## src/rtl/ctrl_pkg.sv

```systemverilog
// ---------------------------------------------------------------------------
// ctrl_pkg -- shared types and constants for the ctrl_seq instruction sequencer.
//
// Contents:
//   ctrl_state_t  sequencer FSM state (IDLE, RUN, MEM, HALT)
//   ctrl_op_t     decoded instruction class
//   ctrl_ctl_t    bundle of per-cycle control outputs
//   HALT_CODE, ADDR_REG, MOVE_ALUOP and the fixed destination registers
//   ctl_idle()    control bundle for a cycle with no instruction effect
//   is_mem_op()   true for instruction classes that occupy the data memory
// ---------------------------------------------------------------------------
package ctrl_pkg;

   localparam logic [8:0] HALT_CODE  = 9'h0FF;
   localparam logic [2:0] ADDR_REG   = 3'd6;
   localparam logic [2:0] MOVE_ALUOP = 3'b111;
   localparam logic [2:0] CMP_WD     = 3'd5;
   localparam logic [2:0] LDC_WD     = 3'd6;

   typedef enum logic [1:0] {
      ST_IDLE = 2'd0,
      ST_RUN  = 2'd1,
      ST_MEM  = 2'd2,
      ST_HALT = 2'd3
   } ctrl_state_t;

   typedef enum logic [2:0] {
      OP_RTYPE  = 3'd0,
      OP_CMP    = 3'd1,
      OP_BRANCH = 3'd2,
      OP_LOAD   = 3'd3,
      OP_LDC    = 3'd4,
      OP_STORE  = 3'd5,
      OP_MOVE   = 3'd6,
      OP_HALT   = 3'd7
   } ctrl_op_t;

   typedef struct packed {
      logic [2:0] aluop;
      logic [2:0] ra;
      logic [2:0] rb;
      logic [2:0] wd;
      logic [4:0] ldc_val;
      logic [5:0] jaddr;
      logic       wen_r;
      logic       wen_d;
      logic       ren_d;
      logic       mem_to_reg;
      logic       jen;
      logic       ldcen;
      logic       busy;
   } ctrl_ctl_t;

   // A cycle with no instruction effect still selects memory-to-register
   // on the write-back mux; everything else is quiet.
   function automatic ctrl_ctl_t ctl_idle();
      ctrl_ctl_t c;
      c            = '0;
      c.mem_to_reg = 1'b1;
      return c;
   endfunction

   function automatic logic is_mem_op(input ctrl_op_t op);
      return (op == OP_LOAD) || (op == OP_STORE);
   endfunction

endpackage

```

## src/rtl/ctrl_seq_if.sv

```systemverilog
// ---------------------------------------------------------------------------
// ctrl_seq_if -- instruction handshake between an instruction source (master)
// and the ctrl_seq sequencer (slave).
//
// Signals:
//   InstValid  master->slave  mach_code is valid
//   mach_code  master->slave  9-bit instruction word
//   InstReady  slave->master  sequencer can accept an instruction this cycle
//   Flag       master->slave  branch condition, only with CTRL_SEQ_COND_BRANCH_EN
//
// Handshake: an instruction transfers on a rising clock edge where
// InstValid && InstReady. InstValid while InstReady is low is ignored
// and has no effect; the master may change mach_code freely in that case.
// ---------------------------------------------------------------------------
interface ctrl_seq_if;

   logic       InstValid;
   logic [8:0] mach_code;
   logic       InstReady;
`ifdef CTRL_SEQ_COND_BRANCH_EN
   logic       Flag;
`endif

   modport master (
      output InstValid,
      output mach_code,
`ifdef CTRL_SEQ_COND_BRANCH_EN
      output Flag,
`endif
      input  InstReady
   );

   modport slave (
      input  InstValid,
      input  mach_code,
`ifdef CTRL_SEQ_COND_BRANCH_EN
      input  Flag,
`endif
      output InstReady
   );

endinterface

```

## src/rtl/ctrl_decode.sv

```systemverilog
// ---------------------------------------------------------------------------
// ctrl_decode -- purely combinational instruction decoder for ctrl_seq.
//
// Ports:
//   code_i   in   9-bit instruction word
//   flag_i   in   branch condition (only with CTRL_SEQ_COND_BRANCH_EN)
//   op_o     out  instruction class
//   ctl_o    out  control bundle for the first cycle after acceptance
//
// Loads report wen_r=0: the register write of a load belongs to the last
// memory cycle, which only the sequencer knows about.
// Config macro: CTRL_SEQ_COND_BRANCH_EN (branch enable follows flag_i).
// ---------------------------------------------------------------------------
module ctrl_decode
   import ctrl_pkg::*;
(
   input  logic [8:0] code_i,
`ifdef CTRL_SEQ_COND_BRANCH_EN
   input  logic       flag_i,
`endif
   output ctrl_op_t   op_o,
   output ctrl_ctl_t  ctl_o
);

   ctrl_op_t  op;
   ctrl_ctl_t ctl;

   always_comb begin
      op  = OP_RTYPE;
      ctl = ctl_idle();

      // Halt shares bit8=0 with the register formats, so it is checked first.
      if (code_i == HALT_CODE) begin
         op = OP_HALT;
      end else if (!code_i[8]) begin
         op = (code_i[8:5] == 4'b0110) ? OP_CMP : OP_RTYPE;
      end else begin
         unique case (code_i[7:6])
            2'b00:   op = OP_BRANCH;
            2'b01:   op = OP_STORE;
            2'b10:   op = code_i[0] ? OP_LDC : OP_LOAD;
            default: op = OP_MOVE;
         endcase
      end

      unique case (op)
         OP_RTYPE, OP_CMP: begin
            ctl.aluop = code_i[7:5];
            ctl.ra    = {1'b0, code_i[4:3]};
            ctl.rb    = code_i[2:0];
            ctl.wd    = (op == OP_CMP) ? CMP_WD : code_i[2:0];
            ctl.wen_r = 1'b1;
         end
         OP_BRANCH: begin
            ctl.jaddr = code_i[5:0];
`ifdef CTRL_SEQ_COND_BRANCH_EN
            ctl.jen   = flag_i;
`else
            ctl.jen   = 1'b1;
`endif
         end
         OP_LOAD: begin
            ctl.ra         = ADDR_REG;
            ctl.wd         = code_i[5:3];
            ctl.mem_to_reg = 1'b0;
            ctl.ren_d      = 1'b1;
            ctl.busy       = 1'b1;
         end
         OP_LDC: begin
            ctl.ldcen   = 1'b1;
            ctl.ldc_val = code_i[5:1];
            ctl.wd      = LDC_WD;
            ctl.wen_r   = 1'b1;
         end
         OP_STORE: begin
            ctl.ra    = ADDR_REG;
            ctl.rb    = code_i[5:3];
            ctl.wen_d = 1'b1;
            ctl.busy  = 1'b1;
         end
         OP_MOVE: begin
            ctl.aluop = MOVE_ALUOP;
            ctl.ra    = code_i[5:3];
            ctl.wd    = code_i[2:0];
            ctl.wen_r = 1'b1;
         end
         default: ;  // OP_HALT: no register or memory effect
      endcase
   end

   assign op_o  = op;
   assign ctl_o = ctl;

endmodule

```

## src/rtl/ctrl_seq.sv

```systemverilog
// ---------------------------------------------------------------------------
// ctrl_seq -- 9-bit instruction sequencer: accepts instructions over a
// valid/ready handshake, decodes them and drives registered datapath controls
// one cycle after acceptance. Loads and stores hold the sequencer in MEM for
// MEM_LAT cycles; 9'h0FF halts until Start.
//
// Parameters: MEM_LAT (1..15) cycles per data-memory access, JW (>=6) Jptr width.
// Ports:
//   Clk, Reset_n            clock, asynchronous active-low reset
//   Start                   begin / restart (aborts any in-flight op)
//   inst                    ctrl_seq_if.slave instruction handshake
//   Aluop, Ra, Rb, Wd       ALU op and register selects
//   LdcVal, Jptr            load-constant value, jump target
//   WenR, WenD, RenD        register write, data write, data read
//   MemToReg, Jen, Ldcen    write-back select, jump enable, load-constant enable
//   Done, Busy              halted, memory op in flight
//   DbgState                current FSM state
// Config macro: CTRL_SEQ_COND_BRANCH_EN (Jen = inst.Flag sampled at acceptance).
// ---------------------------------------------------------------------------
module ctrl_seq
   import ctrl_pkg::*;
#(
   parameter int MEM_LAT = 2,
   parameter int JW      = 8
) (
   input  logic          Clk,
   input  logic          Reset_n,
   input  logic          Start,
   ctrl_seq_if.slave     inst,
   output logic [2:0]    Aluop,
   output logic [2:0]    Ra,
   output logic [2:0]    Rb,
   output logic [2:0]    Wd,
   output logic [4:0]    LdcVal,
   output logic [JW-1:0] Jptr,
   output logic          WenR,
   output logic          WenD,
   output logic          RenD,
   output logic          MemToReg,
   output logic          Jen,
   output logic          Ldcen,
   output logic          Done,
   output logic          Busy,
   output ctrl_state_t   DbgState
);

   // First MEM cycle is the one right after acceptance, so the wait counter
   // starts one below the latency and the op ends when it has reached 0.
   localparam logic [3:0] CNT_INIT = 4'(MEM_LAT - 1);

   ctrl_state_t state_q;
   logic [3:0]  cnt_q;
   ctrl_ctl_t   ctl_q;
   logic        done_q;

   ctrl_op_t    dec_op;
   ctrl_ctl_t   dec_ctl;
   ctrl_ctl_t   acc_ctl;
   logic        accept;

   ctrl_decode u_decode (
      .code_i (inst.mach_code),
`ifdef CTRL_SEQ_COND_BRANCH_EN
      .flag_i (inst.Flag),
`endif
      .op_o   (dec_op),
      .ctl_o  (dec_ctl)
   );

   assign accept = (state_q == ST_RUN) && inst.InstValid;

   // A single-cycle load is its own last cycle, so it writes immediately.
   always_comb begin
      acc_ctl = dec_ctl;
      if ((dec_op == OP_LOAD) && (MEM_LAT == 1)) begin
         acc_ctl.wen_r = 1'b1;
      end
   end

   always_ff @(posedge Clk or negedge Reset_n) begin
      if (!Reset_n) begin
         state_q <= ST_IDLE;
         cnt_q   <= '0;
         ctl_q   <= '0;
         done_q  <= 1'b0;
      end else if (Start) begin
         // Start wins over everything, dropping any pending load write.
         state_q <= ST_RUN;
         cnt_q   <= '0;
         ctl_q   <= ctl_idle();
         done_q  <= 1'b0;
      end else begin
         unique case (state_q)
            ST_IDLE: ;
            ST_RUN: begin
               ctl_q <= ctl_idle();
               if (accept) begin
                  ctl_q <= acc_ctl;
                  if (dec_op == OP_HALT) begin
                     state_q <= ST_HALT;
                     done_q  <= 1'b1;
                  end else if (is_mem_op(dec_op) && (MEM_LAT > 1)) begin
                     state_q <= ST_MEM;
                     cnt_q   <= CNT_INIT;
                  end
               end
            end
            ST_MEM: begin
               if (cnt_q == 4'd0) begin
                  state_q <= ST_RUN;
                  ctl_q   <= ctl_idle();
               end else begin
                  // Selects stay stable for the whole access; the data write
                  // is a first-cycle pulse and a load writes back on its last.
                  cnt_q       <= cnt_q - 4'd1;
                  ctl_q.wen_d <= 1'b0;
                  ctl_q.wen_r <= ctl_q.ren_d && (cnt_q == 4'd1);
               end
            end
            ST_HALT: ctl_q <= ctl_idle();
            default: state_q <= ST_IDLE;
         endcase
      end
   end

   assign inst.InstReady = (state_q == ST_RUN);

   assign Aluop    = ctl_q.aluop;
   assign Ra       = ctl_q.ra;
   assign Rb       = ctl_q.rb;
   assign Wd       = ctl_q.wd;
   assign LdcVal   = ctl_q.ldc_val;
   assign Jptr     = JW'(ctl_q.jaddr);
   assign WenR     = ctl_q.wen_r;
   assign WenD     = ctl_q.wen_d;
   assign RenD     = ctl_q.ren_d;
   assign MemToReg = ctl_q.mem_to_reg;
   assign Jen      = ctl_q.jen;
   assign Ldcen    = ctl_q.ldcen;
   assign Busy     = ctl_q.busy;
   assign Done     = done_q;
   assign DbgState = state_q;

endmodule

```

## src/flat_wrapper.sv

```systemverilog
// flat-port wrapper written by rule: the top's interface ports become plain ports
module ctrl_seq_flat import ctrl_pkg::*;
#(
   parameter int MEM_LAT = 2,
   parameter int JW      = 8
)
  (Clk, Reset_n, Start, Aluop, Ra, Rb, Wd, LdcVal, Jptr, WenR, WenD, RenD, MemToReg, Jen, Ldcen, Done, Busy, DbgState, inst_InstValid, inst_mach_code, inst_InstReady);
  ctrl_seq_if inst_i ();
  input  logic Clk;
  input  logic Reset_n;
  input  logic Start;
  output logic [2:0] Aluop;
  output logic [2:0] Ra;
  output logic [2:0] Rb;
  output logic [2:0] Wd;
  output logic [4:0] LdcVal;
  output logic [JW-1:0] Jptr;
  output logic WenR;
  output logic WenD;
  output logic RenD;
  output logic MemToReg;
  output logic Jen;
  output logic Ldcen;
  output logic Done;
  output logic Busy;
  output ctrl_state_t DbgState;
  input wire logic [$bits(inst_i.InstValid)-1:0] inst_InstValid;
  input wire logic [$bits(inst_i.mach_code)-1:0] inst_mach_code;
  output wire logic [$bits(inst_i.InstReady)-1:0] inst_InstReady;
  assign inst_i.InstValid = inst_InstValid;
  assign inst_i.mach_code = inst_mach_code;
  assign inst_InstReady = inst_i.InstReady;
  ctrl_seq #(.MEM_LAT(MEM_LAT), .JW(JW)) u_core (.Clk(Clk), .Reset_n(Reset_n), .Start(Start), .inst(inst_i), .Aluop(Aluop), .Ra(Ra), .Rb(Rb), .Wd(Wd), .LdcVal(LdcVal), .Jptr(Jptr), .WenR(WenR), .WenD(WenD), .RenD(RenD), .MemToReg(MemToReg), .Jen(Jen), .Ldcen(Ldcen), .Done(Done), .Busy(Busy), .DbgState(DbgState));
endmodule
```

## config.mk

```make
export PLATFORM = sky130hd
export DESIGN_NAME = ctrl_seq_flat
export DESIGN_NICKNAME = d
export VERILOG_FILES = /design/src/rtl/ctrl_pkg.sv /design/src/rtl/ctrl_seq_if.sv /design/src/rtl/ctrl_decode.sv /design/src/rtl/ctrl_seq.sv /design/src/flat_wrapper.sv
export SDC_FILE = /design/constraint.sdc
export NUM_CORES = 1
export LEC_CHECK = 0
export BUFFER_PORTS_ARGS = -buffer_cell sky130_fd_sc_hd__buf_2
export CORE_ASPECT_RATIO = 1.4
export CORE_MARGIN = 4
export CORE_UTILIZATION = 56
export DETAILED_ROUTE_END_ITERATION = 8
export PLACE_DENSITY_LB_ADDON = 0.08
export SLEW_MARGIN = 20
export SYNTH_ARGS = -nofsm -noshare
export SYNTH_HDL_FRONTEND = slang
export SYNTH_SLANG_ARGS = --single-unit
```

## constraint.sdc

```tcl
create_clock -name Clk -period 5.6 [get_ports Clk]
set_clock_uncertainty 0.15 [all_clocks]
set_input_delay 0.28 -clock Clk [delete_from_list [all_inputs] [get_ports Clk]]
set_output_delay 0.28 -clock Clk [all_outputs]
set_load 0.05 [all_outputs]
```

==> summary.md <==
| Metric | Value |
|---|---|
| End-of-flow core utilization | `~69%` |
| Hold WS | `roughly 0.11 ns` |
| Critical path endpoint category | `flop` |
| All-Layer GR Usage | `22.0%` |
| WHS Endpoint | `u_core.LdcVal[0]` |
| Post-CTS setup repair buffer count | `0` |
| Gr busiest metal | `met2` |
| Total number of vias | `1585` |
| Largest net degree at the start of global routing | `38` |
| Ratio of cells with drive above 1 in the final layout | `between 20% and 30%` |
| Later-pin clock latency in the skew report | `0.29 ns` |
| Max-slew headroom | `45.8%` |
| Io pins | `49` |
| Register area share after synthesis | `49.9%` |
| CTS clock-pin slew for the worst setup and hold paths | `around 0.08 ns` |
| Initial antenna violation count | `0` |
| Mean Syn Cell Area | `~10 um^2` |
| Startpoint Class | `flop` |
| R2R Path End | `u_core.cnt_q[1]` |
| Gr ovfl total | `0` |
| PwrDens | `around 290 nW/um^2` |
| DR iter-0 viols | `90` |
| Synth cell types | `50` |
| Fillcell total | `267` |
| Hold path cells | `2` |
| CTS tree | `yes` |
| Met2 Use GR | `36.6%` |
| Avg WL per Cell | `16.8 um` |
| Final Cycle Share | `roughly 43%` |
| VDD IR max | `approximately 0.18 mV` |
| FFs w/ async S/R, synth | `100%` |
| Num CTS Buffers | `5` |
| Largest area contributor in the netlist | `dfrtp_1` |
| Final hold viol count | `0` |
| TNS Setup | `0 ns` |
| Commonest non-fill, non-tap cell in the layout | `buf_2` |
| Area contributors post-synth | `dfrtp_1, a22o_1, nand2_1` |
| Area growth syn-to-layout | `17.4%` |
| Gate Count Post-Synth | `roughly 190` |
| PnR worst setup slack | `between 3 and 4 ns` |
| Die Area | `between 4000 and 5000 um^2` |
| Post-DP HPWL | `~3200 um` |
| Yosys top cell area share | `between 40 and 50%` |
| Initial core utilization | `58.9%` |
| Critical path buffers and inverters | `1` |
| Worst path arrival time | `2.44 ns` |
| Clock Sinks | `37` |
| Root Driver | `clkbuf_8` |
| Die height | `between 70 and 80 um` |
| IO Port Bufs | `46` |
| Via/cell ratio | `roughly 6.0` |
| CP top delay family | `simple AND/OR/NAND/NOR gates` |
| # DRC | `0` |
| Fin crit period | `between 2 and 2.5 ns` |
| RSZ-0062 raised after global routing | `false` |
| Cell area after synthesis | `about 1900 um^2` |
| Met1 global-route usage | `27.6%` |
| Antenna diodes | `0` |
| Final setup violation count | `0` |
| Flop2flop setup slack | `3.19 ns` |
| Status | `finished clean` |
| Clock tree buffer depth | `2` |
| Post-Place Worst Slack | `approximately 3.2 ns` |
| Worst Min Path Start | `inst_mach_code[1]` |
| First-pass GRT wire length | `7530 um` |
| Yosys Warn Count | `0` |
| Post-DRT Antenna Nets | `0` |
| Setup CP Type | `flop to flop` |
| Via count of the first global-routing pass | `1544` |
| Row cnt | `24` |
| Htree depth | `2` |
| Req. time, crit path | `between 5 and 6 ns` |
| Die W | `about 57 um` |
| R2R depth | `6` |
| TritonRoute pass-1 iters | `4` |
| Post-CTS Hold Fix Bufs | `1` |
| Fmax | `slightly above 400 MHz` |
| Max Cap Viol | `0` |
| Worst path max stage delay | `around 0.59 ns` |
| Number of synthesized flops with an enable pin | `0` |
| Yosys reg bits | `37` |
| Crit-path cells | `inv_1 -> ha_1 -> nor3b_1 -> nor3_1 -> a311o_1 -> mux2_4` |
| Slew @ Worst Pin | `between 0.8 and 0.9 ns` |
| Critical path's slowest cell | `nor3b_1` |
| Gp weighted congestion | `0.818` |
| RR Startpoint | `u_core.cnt_q[0]` |
| Final #Nets | `between 200 and 250` |
| Static Leakage | `roughly 1.1 nW` |
| Core ar. | `3150 um^2` |
| Pins Over Slew Limit | `0` |
| Final WL | `4470 um` |
| Crit path max fanout | `5` |
| Met3 GRT Util | `4.41%` |
| CTS resizes | `0` |
| Most frequent cells in the layout | `buf_2, dfrtp_1, nand2_1, a22o_1, inv_1` |
| Hold WC Path Type | `primary input to flop` |
| Top_reg_cell synth | `dfrtp_1` |
[state kept, by name, summed over array words and instances, names as in the netlist, 2 cells and up]
name	flops
u_core.Aluop	3
u_core.cnt_q	4
u_core.Rb	3
u_core.Wd	3
u_core.DbgState	2
u_core.LdcVal	5
u_core.Jptr	6
u_core.Ra	3
[logic make-up after synthesis]
family	synth area share, %
AO/OA/AOI/OAI	23.1
AND/OR/NAND/NOR	16.6
flip-flops	49.9
buffers and inverters	6.67
multiplexers	2.16
adder cells (fa/ha/maj)	1.35
other	0.202
[cell type report]
class	count	area [um^2]	area share, %
Sequential cell	37	926	42.5
Multi-Input combinational cell	123	822	37.7
Timing Repair Buffer	47	240	11.0
Clock buffer	7	96.3	4.42
Tap cell	39	48.8	2.24
Inverter	11	41.3	1.89
Clock inverter	1	5.00	0.230
[through the flow]
step	cell area (um^2)	instances	power, W
final	2180	265	0.000639
after global routing	2180	265	0.000675
after CTS	2170	265	0.000643
after detailed placement	2060	256	0.000437
after global placement	2060	256	0.000434
after floorplan	1860	189	0.000401
[Yosys cell counts, types with 2 or more instances]
cell type,n
and2_1,2
nor3_1,6
nand3_1,3
nand2_1,18
dfrtp_1,37
and3_1,4
inv_1,11
buf_2,3
ha_1,2
o32ai_1,2
buf_4,3
nor4_1,2
a32oi_1,2
a22oi_1,4
mux2_4,2
a21o_1,2
nand4_1,3
a31oi_1,3
nor2_1,6
clkbuf_1,11
or3_1,4
o21ai_1,4
a22o_1,13
o21ai_0,10
a21oi_1,5
nor2b_1,2
[how the worst max path moves through the flow]
| stage | to | slack (ns) | startpoint | cells past startpoint |
|---|---|---|---|---|
| 2_1_floorplan | u_core.cnt_q[0] | 3.01 | u_core.DbgState[0] | 4 |
| 3_3_place_gp | u_core.MemToReg | 3.35 | u_core.cnt_q[0] | 5 |
| 3_5_place_dp | u_core.Wd[1] | 3.23 | u_core.cnt_q[0] | 6 |
| 4_1_cts | u_core.Wd[1] | 3.22 | u_core.cnt_q[0] | 6 |
| 5_1_grt | u_core.cnt_q[0] | 3.09 | u_core.cnt_q[0] | 6 |
| 6_report | u_core.cnt_q[1] | 3.19 | u_core.cnt_q[0] | 6 |
[power breakdown]
part           internal, W  leakage, nW  switching (W)  total, W
combinational    0.0000373        0.549       0.000105  0.000143
clock             0.000111       0.0542      0.0000929  0.000204
sequential        0.000279        0.501      0.0000137  0.000292
total             0.000427         1.10       0.000212  0.000639
[layer usage]
layer	part of all wire [%]	routed length, um	vias to the layer above
li1	-	-	758
met1	41	1840	778
met2	53	2370	42
met3	4.2	188	7
met4	1.5	66	0
met5	0	0	-
Note: power is estimated with default switching activity, not from simulation.
